===== config.mk =====
export PLATFORM = sky130hd
export DESIGN_NAME = clk_freq_monitor
export DESIGN_NICKNAME = d
export VERILOG_FILES = /design/src/rtl/clk_mon_pkg.sv /design/src/rtl/clk_mon_chan.sv /design/src/rtl/clk_freq_monitor.sv
export SDC_FILE = /design/constraint.sdc
export NUM_CORES = 1
export LEC_CHECK = 0
export BUFFER_PORTS_ARGS = -buffer_cell sky130_fd_sc_hd__buf_2
export CAP_MARGIN = 30
export CORE_ASPECT_RATIO = 2
export CORE_UTILIZATION = 29
export CTS_CLUSTER_DIAMETER = 40
export DETAILED_ROUTE_END_ITERATION = 6
export PLACE_DENSITY = 0.55
export SYNTH_ARGS = -nofsm -noshare
export SYNTH_HDL_FRONTEND = slang
export SYNTH_HIERARCHICAL = 1
export SYNTH_SLANG_ARGS = --single-unit

===== constraint.sdc =====
create_clock -name clk -period 7.2 [get_ports clk]
set_input_delay 0.36 -clock clk [delete_from_list [all_inputs] [get_ports clk]]
set_output_delay 0.36 -clock clk [all_outputs]
set_load 0.01 [all_outputs]

===== src/rtl/clk_mon_pkg.sv =====
// rtl/clk_mon_pkg.sv - shared types and defaults for the clock frequency monitor
package clk_mon_pkg;

   // Measurement sequencer states
   typedef enum logic [1:0] {
      ST_IDLE   = 2'd0,
      ST_WARMUP = 2'd1,
      ST_RUN    = 2'd2
   } mon_state_t;

   // Defaults sized for a 200 MHz fabric clock: 10 ms window, ~20 us dead timeout
   localparam int DEF_CNT_W       = 24;
   localparam int DEF_GATE_CYCLES = 2000000;
   localparam int DEF_TIMEOUT     = 4096;
   localparam int DEF_SYNC_STAGES = 2;

endpackage


===== src/rtl/clk_mon_chan.sv =====
// rtl/clk_mon_chan.sv - per-channel synchroniser, edge counter, timeout and range check
module clk_mon_chan
   import clk_mon_pkg::*;
#(
   parameter int CNT_W       = DEF_CNT_W,
   parameter int TIMEOUT     = DEF_TIMEOUT,
   parameter int SYNC_STAGES = DEF_SYNC_STAGES
) (
   input  logic             clk,
   input  logic             rst_n,
   input  logic             ch_tgl,
   input  logic             cnt_clr,
   input  logic             win_close,
   input  logic             win_latch,
   input  logic [CNT_W-1:0] exp_min,
   input  logic [CNT_W-1:0] exp_max,
   output logic [CNT_W-1:0] meas_cnt,
   output logic             ch_ok,
   output logic             ch_alive
);

   localparam int               TO_W     = $clog2(TIMEOUT + 1);
   localparam logic [TO_W-1:0]  TO_LIMIT = TO_W'(TIMEOUT);
   localparam logic [CNT_W-1:0] CNT_MAX  = '1;

   logic [SYNC_STAGES-1:0] sync_q;
   logic                   sync_prev;
   logic                   edge_det;
   logic [CNT_W-1:0]       edge_cnt;
   logic [CNT_W-1:0]       next_cnt;
   logic [TO_W-1:0]        to_cnt;
   logic                   seen_q;

   // Shift the async toggle through the synchroniser, keep one extra sample for edge detect
   always_ff @(posedge clk or negedge rst_n) begin
      if (!rst_n) begin
         sync_q    <= '0;
         sync_prev <= 1'b0;
      end else begin
         sync_q    <= {sync_q[SYNC_STAGES-2:0], ch_tgl};
         sync_prev <= sync_q[SYNC_STAGES-1];
      end
   end

   // Either polarity of the synchronised toggle is one source-clock edge; count saturates
   always_comb begin
      edge_det = sync_q[SYNC_STAGES-1] ^ sync_prev;
      next_cnt = edge_cnt;
      if (edge_det && (edge_cnt != CNT_MAX)) begin
         next_cnt = edge_cnt + CNT_W'(1);
      end
   end

   // Edge counter: cleared outside measurement and at every window boundary
   always_ff @(posedge clk or negedge rst_n) begin
      if (!rst_n) begin
         edge_cnt <= '0;
      end else if (cnt_clr || win_close) begin
         edge_cnt <= '0;
      end else begin
         edge_cnt <= next_cnt;
      end
   end

   // Latch the closing window count (including a terminal-cycle edge) and its range verdict
   always_ff @(posedge clk or negedge rst_n) begin
      if (!rst_n) begin
         meas_cnt <= '0;
         ch_ok    <= 1'b0;
      end else if (win_latch) begin
         meas_cnt <= next_cnt;
         ch_ok    <= (next_cnt >= exp_min) && (next_cnt <= exp_max);
      end
   end

   // Dead-clock timer: restarts on every edge, sticks at the limit; runs regardless of en
   always_ff @(posedge clk or negedge rst_n) begin
      if (!rst_n) begin
         to_cnt <= '0;
         seen_q <= 1'b0;
      end else if (edge_det) begin
         to_cnt <= '0;
         seen_q <= 1'b1;
      end else if (to_cnt != TO_LIMIT) begin
         to_cnt <= to_cnt + TO_W'(1);
      end
   end

   // A channel only becomes alive after its first edge following reset
   assign ch_alive = seen_q && (to_cnt < TO_LIMIT);

endmodule


===== src/rtl/clk_freq_monitor.sv =====
// rtl/clk_freq_monitor.sv - gated-window frequency monitor for NUM_CH async clock toggles
module clk_freq_monitor
   import clk_mon_pkg::*;
#(
   parameter int NUM_CH      = 4,
   parameter int CNT_W       = DEF_CNT_W,
   parameter int GATE_CYCLES = DEF_GATE_CYCLES,
   parameter int TIMEOUT     = DEF_TIMEOUT,
   parameter int SYNC_STAGES = DEF_SYNC_STAGES
) (
   input  logic                    clk,
   input  logic                    rst_n,
   input  logic                    en,
   input  logic [NUM_CH-1:0]       ch_tgl,
   input  logic [NUM_CH*CNT_W-1:0] exp_min,
   input  logic [NUM_CH*CNT_W-1:0] exp_max,
   output logic [NUM_CH*CNT_W-1:0] meas_cnt,
   output logic                    meas_valid,
   output logic [NUM_CH-1:0]       ch_ok,
   output logic [NUM_CH-1:0]       ch_alive,
   output logic [NUM_CH-1:0]       hb_led
);

   localparam int                GATE_W    = $clog2(GATE_CYCLES);
   localparam logic [GATE_W-1:0] GATE_LAST = GATE_W'(GATE_CYCLES - 1);

   mon_state_t        state;
   logic [GATE_W-1:0] gate_cnt;
   logic              gate_term;
   logic              measuring;
   logic              win_close;
   logic              win_latch;
   logic              hb_phase;

   // Window boundary decode; edge counters are held clear whenever not measuring
   always_comb begin
      gate_term = (gate_cnt == GATE_LAST);
      measuring = en && (state != ST_IDLE);
      win_close = measuring && gate_term;
      win_latch = win_close && (state == ST_RUN);
   end

   // Sequencer: one discarded warm-up window, then back-to-back measured windows
   always_ff @(posedge clk or negedge rst_n) begin
      if (!rst_n) begin
         state      <= ST_IDLE;
         gate_cnt   <= '0;
         meas_valid <= 1'b0;
      end else if (!en) begin
         state      <= ST_IDLE;
         gate_cnt   <= '0;
         meas_valid <= 1'b0;
      end else begin
         meas_valid <= win_latch;
         case (state)
            ST_IDLE: begin
               state    <= ST_WARMUP;
               gate_cnt <= '0;
            end
            ST_WARMUP: begin
               if (gate_term) begin
                  state    <= ST_RUN;
                  gate_cnt <= '0;
               end else begin
                  gate_cnt <= gate_cnt + GATE_W'(1);
               end
            end
            ST_RUN: begin
               if (gate_term) begin
                  gate_cnt <= '0;
               end else begin
                  gate_cnt <= gate_cnt + GATE_W'(1);
               end
            end
            default: begin
               state    <= ST_IDLE;
               gate_cnt <= '0;
            end
         endcase
      end
   end

   // Heartbeat phase flips once per completed window, in step with meas_valid
   always_ff @(posedge clk or negedge rst_n) begin
      if (!rst_n) begin
         hb_phase <= 1'b0;
      end else if (win_latch) begin
         hb_phase <= ~hb_phase;
      end
   end

   for (genvar i = 0; i < NUM_CH; i++) begin : g_ch
      clk_mon_chan #(
         .CNT_W       (CNT_W),
         .TIMEOUT     (TIMEOUT),
         .SYNC_STAGES (SYNC_STAGES)
      ) u_chan (
         .clk       (clk),
         .rst_n     (rst_n),
         .ch_tgl    (ch_tgl[i]),
         .cnt_clr   (!measuring),
         .win_close (win_close),
         .win_latch (win_latch),
         .exp_min   (exp_min[i*CNT_W +: CNT_W]),
         .exp_max   (exp_max[i*CNT_W +: CNT_W]),
         .meas_cnt  (meas_cnt[i*CNT_W +: CNT_W]),
         .ch_ok     (ch_ok[i]),
         .ch_alive  (ch_alive[i])
      );
   end

   // LED: dark when dead, blinking when in range, solid when alive but out of range
   always_comb begin
      hb_led = '0;
      for (int i = 0; i < NUM_CH; i++) begin
         hb_led[i] = ch_alive[i] && (ch_ok[i] ? hb_phase : 1'b1);
      end
   end

endmodule

==> reports/qor.csv <==
stage;metric;value;unit
status;status;complete, no violations;
drt;drt_iter0_markers;630;
yosys;synthXorXnorAreaFrac;0.0692;
setup_path;worst-setup-path-type;reg2reg;
yosys;synth_compound_area_frac;0.102;
yosys;synth_fa_ha_area_frac;0.145;
timing;drv_slew;0;
timing;fin_crit;3.98;ns
die;coreArea;61200;um^2
pwr;irDropWorstVdd;0.000149;V
cts;clk_pin_slew;0.06;ns
yosys;ys_warn_count;6;
global_routing;grt_pass1_wl;86100;um
run;drv_cap;0;
drt;drc;0;
die;die_w;178;um
global_routing;overflow;0;
layout;drive_above_1_share;0.183;
placement;gp_congestion;0.878;
yosys;ys_dominant_reg_cell;dfrtp_1;
yosys;synth.area.mux_share;0.00778;
timing;grt_setup_unrepaired;false;
pwr;power_frac_clock;0.498;
placement;hpwl;43500;um
setup_path;required;7.68;ns
die;die_y;355;um
pwr;power_switching;1.07;mW
die;rows;128;
timing;fin_skew;0.0219;ns
cts;clockRootBuffer;clkbuf_16;
cts;ctsResizeCount;0;
hold_path;min-delay-path-class;in2reg;
yosys;ys_types;54;
drt;drt_pre_antenna_iters;5;
setup_path;critPathArrivalTime;4.46;ns
global_routing;antenna_found_initial;16;
pwr;power.density;184;nW/um^2
pwr;power_leakage;11.8;nW
yosys;ys_async_sr_fraction;1.00;
timing;max_slew.worst_pin.slew;0.960;ns
die;die-area;63200;um^2
cts;cts_made_buffers;40;
pwr;seq_power_share;0.415;
drt;via_count;15400;
layout;final_cell_mix;306 x nor2_1, 306 x buf_2, 299 x inv_1;
timing;setup_tns;0;ns
timing;setup_viol;0;
yosys;synth-edff-count;0;
yosys;ys_ff_latch;289;
cts;ctsHtreeMaxLevel;2;
yosys;synthCells;2024;
cts;cts_tree;built;
yosys;synth_top_family_by_area;simple AND/OR/NAND/NOR gates;
die;initial_core_util;0.295;
die;io_pins;308;
layout;syn_to_final_growth;21.1;%
yosys;netlist_area;18000;um^2
drt;ant_nets;0;
timing;hold_slack;0.105;ns
pwr;p_sw_frac;0.268;
yosys;synth_fp_nets;2432;
cts;cts_max_path_buffers;3;
layout;filler_cell_count;6353;
yosys;synth-simple-area-share;0.200;
placement;place.port_buffers;307;
setup_path;crit_path_start_kind;flip-flop;
cts;clock_latency;0.55;ns
layout;fin_nets;2749;
setup_path;cp_max_fo;18;
drt;wl_per_cell;17.4;um
yosys;ys_seq_area_frac;0.401;
timing;post-route-period-util;0.552;
setup_path;endpoint_kind;flip-flop;
yosys;syn_avg_cell_area;8.90;um^2
timing;max_freq;251;MHz
global_routing;grt_pass1_vias;16300;
drt;via_per_inst;4.87;
global_routing;grt_max_degree;149;
drt;finalWirelength;54800;um
timing;final_hold_viol_count;0;
global_routing;grt_use_total;0.176;
cts;clkSinkCount;289;
pwr;intPower;2.94;mW
pwr;pwr-share-comb;0.087;
timing;relSlewSlack;0.359;
==> timing repair <==
| item | 4_1_cts | 5_1_grt |
|---|---|---|
| endpoints found under the hold margin | 95 | 0 |
| hold buffers | 5 | 0 |
| setup buffers | 0 | 0 |
==> critical path: stages, from the launching register on <==
cell and delay, ns:
dfrtp_1 0.39, xor2_2 0.77, o41a_1 0.57, nand4_1 0.17, xor2_1 0.31, inv_1 0.12
ha_1 0.32, a21oi_1 0.15, a21oi_1 0.08, a211o_1 0.33, a2111oi_0 0.46, o32a_1 0.23
==> layer usage <==
layer / global-route usage / part of all wire / wire, um / up-vias
li1: - / - / - / 7493
met1: 0.184 / 0.37 / 20500 / 7355
met2: 0.317 / 0.51 / 28200 / 352
met3: 0.0445 / 0.056 / 3050 / 139
met4: 0.0934 / 0.052 / 2880 / 20
met5: 0 / 0.0024 / 133 / -
==> cell type report <==
class	count	area, um^2	share of cell area
sequential	289	7230	0.331
multi-input combinational	1392	9460	0.434
timing repair buffer	319	1670	0.0767
clock inverter	24	280	0.0128
tap	780	976	0.0447
inverter	299	1120	0.0514
clock buffer	49	1060	0.0488
antenna	5	12.5	0.000573
==> cell families after synthesis <==
family / Yosys count
compound gates: 298
xor+xnor: 139
fa+ha+maj: 209
buf+inv: 343
flops: 289
mux: 13
simple gates: 733
==> registers in the layout (all words and copies together) (netlist names), 2 cells and up <==
register and flops:
g_ch.u_chan/ch_ok 4, g_ch.u_chan/edge_cnt 96, g_ch.u_chan/meas_cnt 96, g_ch.u_chan/sync_prev 4, g_ch.u_chan/to_cnt 52, state 2
gate_cnt 21, g_ch.u_chan/seen_q 4, g_ch.u_chan/sync_q 8
==> Yosys cell counts (all sizes together) (5+ instances only) <==
| cell | number | area [um^2] |
|---|---|---|
| a211oi | 16 | 120 |
| a21o | 13 | 98.9 |
| a21oi | 178 | 891 |
| a31oi | 9 | 56.3 |
| and3 | 25 | 156 |
| and4 | 16 | 146 |
| buf | 6 | 57.6 |
| clkbuf | 38 | 153 |
| dfrtp | 289 | 7230 |
| ha | 209 | 2620 |
| inv | 299 | 1120 |
| mux2 | 8 | 90.1 |
| mux2i | 5 | 50.1 |
| nand2 | 100 | 375 |
| nand3 | 95 | 475 |
| nand4 | 71 | 504 |
| nor2 | 306 | 1150 |
| nor2b | 21 | 131 |
| nor3 | 25 | 145 |
| nor4 | 19 | 125 |
| nor4b | 9 | 78.8 |
| o21ai | 37 | 185 |
| or2 | 13 | 81.3 |
| or3 | 15 | 96.3 |
| or4 | 7 | 52.6 |
| xnor2 | 58 | 508 |
| xor2 | 81 | 739 |
==> path summary, 6_finish.rpt <==
kind	to	cells after the start	start	slack, ns
min in group asynchronous	g_ch[2].u_chan/meas_cnt[9]	2	rst_n	0.42
worst max-delay path	g_ch[0].u_chan/ch_ok	11	g_ch[0].u_chan/sync_prev	3.22
max in group asynchronous	g_ch[0].u_chan/meas_cnt[9]	3	rst_n	5.36
worst min register to register	g_ch[1].u_chan/sync_q[1]	0	g_ch[1].u_chan/sync_q[0]	0.35
worst max register to register	g_ch[0].u_chan/ch_ok	11	g_ch[0].u_chan/sync_prev	3.22
worst min-delay path	state[1]	3	en	0.10
==> per-stage QoR <==
stage	setup slack, ns	instance area [um^2]	total power, mW	util	instances
detailed placement	3.20	20400	2.04	0.334	3074
global route	2.86	21800	4.20	0.357	3157
global placement	3.34	20400	2.03	0.334	3074
floorplan	4.09	18000	1.89	-	2024
CTS	3.19	21800	4.09	0.357	3152
finish	3.22	21800	4.01	0.357	3157
==> power groups by stage <==
stage	clock network (mW)	registers [mW]	logic, mW
global placement	0	1.69	0.343
floorplan	0	1.69	0.198
global route	2.13	1.66	0.402
detailed placement	0	1.69	0.352
finish	2.00	1.66	0.349
CTS	2.07	1.66	0.358
(Power assumes the default switching activity.)
